**src/rtl/io_out_fifo_pkg.sv**
```systemverilog
// Shared sizing rules for the core output FIFO: address, pointer and entry widths.
// No logic; elaboration-time helpers only.
// Optional macro IO_OUT_TIMESTAMP_EN (undefined by default) widens each entry by CNTW bits.
package io_out_fifo_pkg;

  // Port address width, never below one bit even for a single output port
  function automatic int addr_width(input int nuioou);
    return ($clog2(nuioou) < 1) ? 1 : $clog2(nuioou);
  endfunction

  // Pointers carry one extra wrap bit so full and empty can be told apart
  function automatic int ptr_width(input int fdepth);
    return $clog2(fdepth) + 1;
  endfunction

  // Stored entry: {[timestamp,] addr, data}
  function automatic int entry_width(input int aw, input int nubits, input int cntw);
`ifdef IO_OUT_TIMESTAMP_EN
    return aw + nubits + cntw;
`else
    return aw + nubits + (cntw * 0);
`endif
  endfunction

endpackage

```
**src/rtl/io_out_fifo_mem.sv**
```systemverilog
// Register array for FIFO storage: synchronous write, asynchronous read by address.
// Read data is combinational from the array; a write is visible after the clock edge.
// No backpressure; the caller decides when to write.
module io_fifo_mem #(
  parameter int W = 35,
  parameter int D = 4
) (
  input  logic                 clk,
  input  logic                 we,
  input  logic [$clog2(D)-1:0] waddr,
  input  logic [W-1:0]         wdata,
  input  logic [$clog2(D)-1:0] raddr,
  output logic [W-1:0]         rdata
);

  logic [W-1:0] mem [D];

  // Contents need no reset: the FIFO never presents a slot it has not written
  always_ff @(posedge clk) begin
    if (we) mem[waddr] <= wdata;
  end

  assign rdata = mem[raddr];

endmodule

```
**src/rtl/io_out_fifo.sv**
```systemverilog
// Queues core OUT writes and hands them to peripherals over valid/ready; flags dropped writes.
// Latency: a push into an empty FIFO shows m_valid on the next cycle (no fall-through).
// Backpressure: the core cannot stall, so writes while full without a pop are dropped and set ovf.
// Optional macro IO_OUT_TIMESTAMP_EN adds a free-running counter captured per entry on m_tstamp.
module io_out_fifo
  import io_out_fifo_pkg::*;
#(
  parameter int NUBITS = 32,
  parameter int NUIOOU = 8,
  parameter int FDEPTH = 4,
  parameter int CNTW   = 16
) (
  input  logic                            clk,
  input  logic                            rst,
  input  logic                            out_en,
  input  logic [addr_width(NUIOOU)-1:0]   addr_out,
  input  logic [NUBITS-1:0]               data_out,
  output logic                            m_valid,
  input  logic                            m_ready,
  output logic [addr_width(NUIOOU)-1:0]   m_addr,
  output logic [NUBITS-1:0]               m_data,
  output logic [ptr_width(FDEPTH)-1:0]    level,
  output logic                            full,
  output logic                            ovf,
  input  logic                            ovf_clr
`ifdef IO_OUT_TIMESTAMP_EN
  ,
  output logic [CNTW-1:0]                 m_tstamp
`endif
);

  localparam int AW = addr_width(NUIOOU);
  localparam int PW = ptr_width(FDEPTH);
  localparam int IW = PW - 1;
  localparam int EW = entry_width(AW, NUBITS, CNTW);

  logic [PW-1:0] wr_ptr, rd_ptr;
  logic          empty, pop, push, ovf_set;
  logic [EW-1:0] wr_ent, rd_ent;

  assign empty   = (wr_ptr == rd_ptr);
  assign full    = (wr_ptr[IW-1:0] == rd_ptr[IW-1:0]) && (wr_ptr[IW] != rd_ptr[IW]);
  assign m_valid = !empty;
  assign level   = wr_ptr - rd_ptr;

  // A pop in the same cycle frees a slot, so a write while full is still accepted
  assign pop     = m_valid && m_ready;
  assign push    = out_en && (!full || pop);
  assign ovf_set = out_en && full && !pop;

`ifdef IO_OUT_TIMESTAMP_EN
  logic [CNTW-1:0] ts_cnt;

  // Free-running cycle counter sampled into each entry at its push edge
  always_ff @(posedge clk or negedge rst) begin
    if (!rst) ts_cnt <= '0;
    else      ts_cnt <= ts_cnt + CNTW'(1);
  end

  assign wr_ent   = {ts_cnt, addr_out, data_out};
  assign m_tstamp = m_valid ? rd_ent[EW-1 -: CNTW] : '0;
`else
  assign wr_ent   = {addr_out, data_out};
`endif

  // Head fields read zero whenever nothing is queued, including during reset
  assign m_addr = m_valid ? rd_ent[NUBITS +: AW] : '0;
  assign m_data = m_valid ? rd_ent[NUBITS-1:0]   : '0;

  // Pointer advance; the extra top bit toggles on each wrap past FDEPTH-1
  always_ff @(posedge clk or negedge rst) begin
    if (!rst) begin
      wr_ptr <= '0;
      rd_ptr <= '0;
    end else begin
      if (push) wr_ptr <= wr_ptr + PW'(1);
      if (pop)  rd_ptr <= rd_ptr + PW'(1);
    end
  end

  // Sticky overflow; a new drop in the same cycle as a clear keeps the flag set
  always_ff @(posedge clk or negedge rst) begin
    if (!rst)         ovf <= 1'b0;
    else if (ovf_set) ovf <= 1'b1;
    else if (ovf_clr) ovf <= 1'b0;
  end

  io_fifo_mem #(
    .W (EW),
    .D (FDEPTH)
  ) u_mem (
    .clk   (clk),
    .we    (push),
    .waddr (wr_ptr[IW-1:0]),
    .wdata (wr_ent),
    .raddr (rd_ptr[IW-1:0]),
    .rdata (rd_ent)
  );

endmodule

```
**config.mk**
```make
export PLATFORM = sky130hd
export DESIGN_NAME = io_out_fifo
export DESIGN_NICKNAME = d
export VERILOG_FILES = /design/src/rtl/io_out_fifo_pkg.sv /design/src/rtl/io_out_fifo_mem.sv /design/src/rtl/io_out_fifo.sv
export SDC_FILE = /design/constraint.sdc
export NUM_CORES = 1
export LEC_CHECK = 0
export CAP_MARGIN = 20
export CORE_MARGIN = 10
export CORE_UTILIZATION = 40
export CTS_BUF_LIST = sky130_fd_sc_hd__clkbuf_8 sky130_fd_sc_hd__clkbuf_16
export DETAILED_ROUTE_END_ITERATION = 6
export DONT_BUFFER_PORTS = 1
export HOLD_SLACK_MARGIN = 0.15
export PLACE_DENSITY_LB_ADDON = 0.1
export SLEW_MARGIN = 30
export SYNTH_ARGS = -nofsm -noshare
export SYNTH_HDL_FRONTEND = slang
export SYNTH_SLANG_ARGS = --single-unit
```
**constraint.sdc**
```tcl
create_clock -name clk -period 3.55 [get_ports clk]
set_clock_uncertainty 0.05 [all_clocks]
set_input_delay 0.355 -clock clk [delete_from_list [all_inputs] [get_ports clk]]
set_output_delay 0.355 -clock clk [all_outputs]
set_load 0.005 [all_outputs]
```
==> results of run 1 <==
-- kinds of logic after synthesis --
logic type | Yosys count
AO/OA/AOI/OAI | 5
XOR/XNOR | 4
buffers and inverters | 20
multiplexers | 37
AND/OR/NAND/NOR | 51
flip-flops | 147
adder cells (fa/ha/maj) | 8
-- layout make-up --
cell class | instances | area (um^2)
tap | 180 | 225
multi-input combinational | 105 | 1330
clock inverter | 13 | 105
fill | 1158 | 7090
inverter | 9 | 33.8
timing repair buffer | 42 | 415
antenna | 1 | 2.50
clock buffer | 19 | 453
sequential | 147 | 4380
-- routing by layer --
metal  wire [um]  part of all wire [%]
met5           0                     0
met4         131                   1.2
met3         691                   6.1
met2        5770                    51
met1        4700                    42
-- final timing paths --
check,startpoint,to,slack (ns)
setup / recovery,wr_ptr[0],m_data[20],0.95
hold / removal,out_en,wr_ptr[2],0.17
hold reg to reg,wr_ptr[0],wr_ptr[0],0.49
min in group asynchronous,rst,rd_ptr[2],0.24
max in group asynchronous,rst,rd_ptr[0],2.92
setup reg to reg,wr_ptr[0],u_mem.mem[1][15],1.35
-- per-stage QoR --
stage | total power (W) | hold WS (ns)
after floorplan | 0.00388 | 0.00941
after global placement | 0.00434 | 0.00980
after detailed placement | 0.00436 | 0.00973
after CTS | 0.00609 | 0.151
after global routing | 0.00632 | 0.177
final | 0.00594 | 0.173
-- flip-flops by register name, indices dropped and copies added, names as in the netlist --
name       count
rd_ptr         3
u_mem.mem    140
wr_ptr         3
ovf            1
-- power by group through the flow --
| stage | Clock, W | Combinational [W] | Sequential, W |
|---|---|---|---|
| 6_report | 0.00166 | 0.00186 | 0.00241 |
| 5_1_grt | 0.00178 | 0.00210 | 0.00244 |
| 4_1_cts | 0.00170 | 0.00197 | 0.00242 |
| 3_5_place_dp | 0 | 0.00190 | 0.00245 |
| 3_3_place_gp | 0 | 0.00189 | 0.00245 |
| 2_1_floorplan | 0 | 0.00145 | 0.00243 |
-- cell usage after synthesis (all sizes together), types with 2 or more instances --
| cell | number |
|---|---|
| nand2 | 4 |
| nor2b | 35 |
| buf | 11 |
| and3 | 4 |
| mux4 | 35 |
| ha | 7 |
| edfxtp | 140 |
| mux2 | 2 |
| xnor2 | 4 |
| inv | 9 |
| dfrtp | 7 |
| nor2 | 3 |
-- timing repair --
| item | CTS | global route |
|---|---|---|
| hold endpoints to repair | 150 | 0 |
| setup endpoints to repair | 0 | 0 |
| hold buffers | 40 | 0 |
==> impl_metrics.ini, run 1 <==
[yosys]
synth_top_area_share_pct = 72.4
synth_seq_area_share_pct = 75.4
synthesis.nets = 320
synth_compound_area_share_pct = 0.668
synth_top_area_cell = edfxtp_1
ys_ff_latch = 147
synth-xor-area-share_pct = 0.733
yosys_warnings = 0
ys_async_sr_fraction_pct = 4.76
synthCells = 272
synthFlopType = edfxtp_1
synth_top_family_by_area = multiplexers
netlist_area_mm2 = 0.00580
synth_fa_ha_area_share_pct = 1.85
synth_area_leaders = edfxtp_1, mux4_2, nor2b_1, dfrtp_1, ha_1
synth_edf_count = 140
avgSynthCellArea_um2 = 21.3
ys_types = 26
muxShareOfSynthArea_pct = 14.0
synthSimpleGateAreaFrac_pct = 5.30

[sta]
max_clock_freq_mhz = 385
worst_slack_ns = 0.950
tns_ns = 0
hold_viol_final = 0
rsz0062_at_grt = false
setup_viol = 0
tightest_slew_ns = 0.768
slew_viol_final = 0
fin_crit_ns = 2.60
period_share_pct = 73.2
slew_headroom_pct = 48.8

[placed_design]
gp_congestion = 0.729
place_inst = 443
dp_slack_ns = 1.32
dpl-instance-area_mm2 = 0.00599
io_buffers = 0

[worst_setup_path]
critical_path_class = register to primary output
max_stage_delay_ns = 0.62
required_ns = 3.14
cp_top_family = simple AND/OR/NAND/NOR gates
start_kind = register
cp.depth = 5
cp_cell_sequence = inv_1 -> ha_1 -> nand2_1 -> and2b_4 -> nor2b_1
endpoint_kind = primary output
crit_fanout = 36
crit_path_top_delay_cell = and2b_4
worst_r2r_path_depth = 5
path_buf_inv = 1
worstPathArrival_ns = 2.20

[cts]
cts_resized = 0
clk_path_buf_depth = 2
insertion_delay_ns = 0.41
cts_made_buffers = 17
cts_sinks = 147
cts_root_buffer = clkbuf_16
htree_levels = 4
tritoncts = built
post_cts_buffers = 0
clkTransAtPathRegs_ns = 0.05

[drt]
ant_nets = 0
route.detailed.drc = 0
drt_first_iter_violations = 147
vias_per_cell = 5.15
first_pass_iters = 4
avgRoutedWirePerCell_um = 21.9
num_vias = 2657
finalWirelength_um = 11300

[power_and_ir_drop]
power.internal_w = 0.00416
clkPwrFrac_pct = 27.9
p_comb_share_pct = 31.4
swShare_pct = 30.0
power_frac_seq_pct = 40.7
pwr_density_cell_mw_per_mm2 = 855
vdd_ir_drop_max_v = 0.000522
p_leak_nw = 2.34
p_switching_w = 0.00178

[global_route]
met2_usage_pct = 19.3
antenna_found_initial = 1
gr-total-overflow = 0
grt_pass1_wl_um = 17400
met1_usage_pct = 13.4
grt-busiest-layer = met2
grtUsageTotal_pct = 11.9
grt_pass1_vias = 2934
met3_usage_pct = 5.61
grt_max_degree = 39

[cells_and_area]
final_common_cell = edfxtp_1
fin_area_mm2 = 0.00695
drive_above_1_share_pct = 21.5
final_cells = 516
final_util_pct = 49.5
layout_common_cells = edfxtp_1, dlygate4sd3_1, mux4_2, nor2b_1
nNetsFinal = 370
syn_to_final_growth_pct = 19.7

[die]
std_cell_rows = 43
die_h_um = 140
die_x_um = 140
pin_count = 81
die-area_mm2 = 0.0197
initial_core_util_pct = 41.3
core-area_mm2 = 0.0140

[status]
status = finished, final reports clean

[min_path]
min_path_type = input port to register
min_path_cells = 2

[run]
drv_cap = 0
Power figures use the tool's default switching activity.
==> run 2, diff against run 1 <==
clock period = 2.3 ns   (was 3.55 ns; I/O delays follow)
==> impl_metrics.ini, run 2 (synthesis results as in run 1) <==
[worst_setup_path]
endpoint_kind = primary output
r2r-end = u_mem.mem[0][17]
critical_path_class = register to primary output
crit_end = m_data[20]
start_kind = register
worst_r2r_path_depth = 6
crit_fanout = 10
worstPathArrival_ns = 1.91
startpoint = wr_ptr[0]
reg2reg_from = wr_ptr[0]
ff2ff_setup_slack_ns = 0.20
required_ns = 2.02

[min_path]
min_path_type = input port to register

[global_route]
antenna_found_initial = 0
gr-total-overflow = 0
grt_max_degree = 39
grtUsageTotal_pct = 12.5
grt_pass1_wl_um = 18400
grt_pass1_vias = 3044

[cells_and_area]
largestRegisters = u_mem.mem x140, rd_ptr x3, wr_ptr x3
regMostFlops = u_mem.mem
drive_above_1_share_pct = 28.0
largest_reg_flops = 140
layout_common_cells = edfxtp_1, dlygate4sd3_1, mux4_2, nor2b_1, clkbuf_16
final_util_pct = 51.4
nNetsFinal = 388
nFillCells = 1146
antenna_cells = 0
syn_to_final_growth_pct = 24.3
final_common_cell = edfxtp_1

[placed_design]
dp_slack_ns = 0.187
dpl.hpwl_um = 6960
io_buffers = 0
gp_congestion = 0.741

[sta]
whs_ns = 0.179
slew_headroom_pct = 60.6
worst_slack_ns = 0.106
slew_viol_final = 0
period_share_pct = 95.4
max_clock_freq_mhz = 456
fin_crit_ns = 2.19
tightest_slew_ns = 0.591
setup_viol = 0
hold_viol_final = 0

[cts]
tritoncts = built
insertion_delay_ns = 0.41
cts_made_buffers = 17
htree_levels = 4
clkTransAtPathRegs_ns = 0.06
clk_path_buf_depth = 2
cts_sinks = 147
cts_root_buffer = clkbuf_16

[power_and_ir_drop]
p_total_w = 0.0100
p_leak_nw = 2.45
pwr_density_cell_mw_per_mm2 = 1390
power.internal_w = 0.00706
power_frac_seq_pct = 37.3
swShare_pct = 29.4
clkPwrFrac_pct = 28.8
p_switching_w = 0.00294
p_comb_share_pct = 34.0
vdd_ir_drop_max_v = 0.000842

[die]
pin_count = 81
die_h_um = 140
die-area_mm2 = 0.0197
die_x_um = 140
initial_core_util_pct = 41.3
core-area_mm2 = 0.0140
std_cell_rows = 43

[drt]
first_pass_iters = 4
avgRoutedWirePerCell_um = 22.6
drt_first_iter_violations = 171
vias_per_cell = 5.10
finalWirelength_um = 12000
ant_nets = 0
num_vias = 2704
route.detailed.drc = 0

[status]
status = finished, final reports clean

[run]
drv_cap = 0
run 2: cell types whose count changed in the layout (fill, tap and decap cells not counted), moves of 5 or more:
cell,delta
buf_12,+5
buf_4,+10
nor2b_2,+6
nor2b_1,-6
inv_1,-6
run 2: timing repair:
| item | in CTS | in global routing |
|---|---|---|
| endpoints found under the setup margin | 36 | 36 |
| pin swaps | 0 | 0 |
| setup buffers | 4 | 2 |
| cloned | 1 | 0 |
| hold endpoints to repair | 154 | 0 |
| hold buffers | 42 | 0 |
| resized for setup | 3 | 6 |
run 2: power groups by stage:
stage	Sequential, W	Combinational [W]	Clock [W]
after floorplan	0.00374	0.00225	0
after global placement	0.00377	0.00299	0
after detailed placement	0.00379	0.00298	0
after CTS	0.00374	0.00348	0.00294
after global routing	0.00377	0.00376	0.00306
final	0.00373	0.00340	0.00288
run 2: layout make-up:
cell class | count | area [um^2] | share of cell area, %
clock inverter | 12 | 193 | 2.67
timing repair buffer | 59 | 611 | 8.46
tap | 180 | 225 | 3.12
inverter | 9 | 33.8 | 0.468
sequential | 147 | 4380 | 60.7
multi-input combinational | 106 | 1340 | 18.6
clock buffer | 17 | 425 | 5.90
run 2: how the worst min path moves through the flow:
stage                        from   endpoint  slack [ns]  cells after the start
after floorplan               rst        ovf       -0.12                      0
after global placement        rst  rd_ptr[1]       -0.12                      0
after detailed placement      rst  rd_ptr[1]       -0.12                      0
after CTS                 m_ready  wr_ptr[2]        0.16                      3
after global routing      m_ready  wr_ptr[2]        0.21                      3
final                     m_ready  wr_ptr[2]        0.18                      3
run 2: layer usage:
layer	global-route usage [%]	up-vias	wire length (um)
met5	0	-	0
met1	14.4	1412	5060
met3	4.90	7	622
met2	20.9	66	6180
met4	4.24	0	104
li1	-	1219	-
run 2: through the flow:
stage	instances	TNS (ns)	cell area (um^2)
finish	530	0	7210
global route	530	-0.0696	7210
CTS	528	0	7180
detailed placement	452	0	6050
global placement	452	0	6050
floorplan	272	-14.22	5810
run 2: critical path, stage by stage, from the launching register on:
cell     delay (ns)
dfrtp_1        0.38
inv_1          0.09
ha_1           0.34
nand2_2        0.15
and2b_4        0.22
buf_12         0.15
nor2b_1        0.17
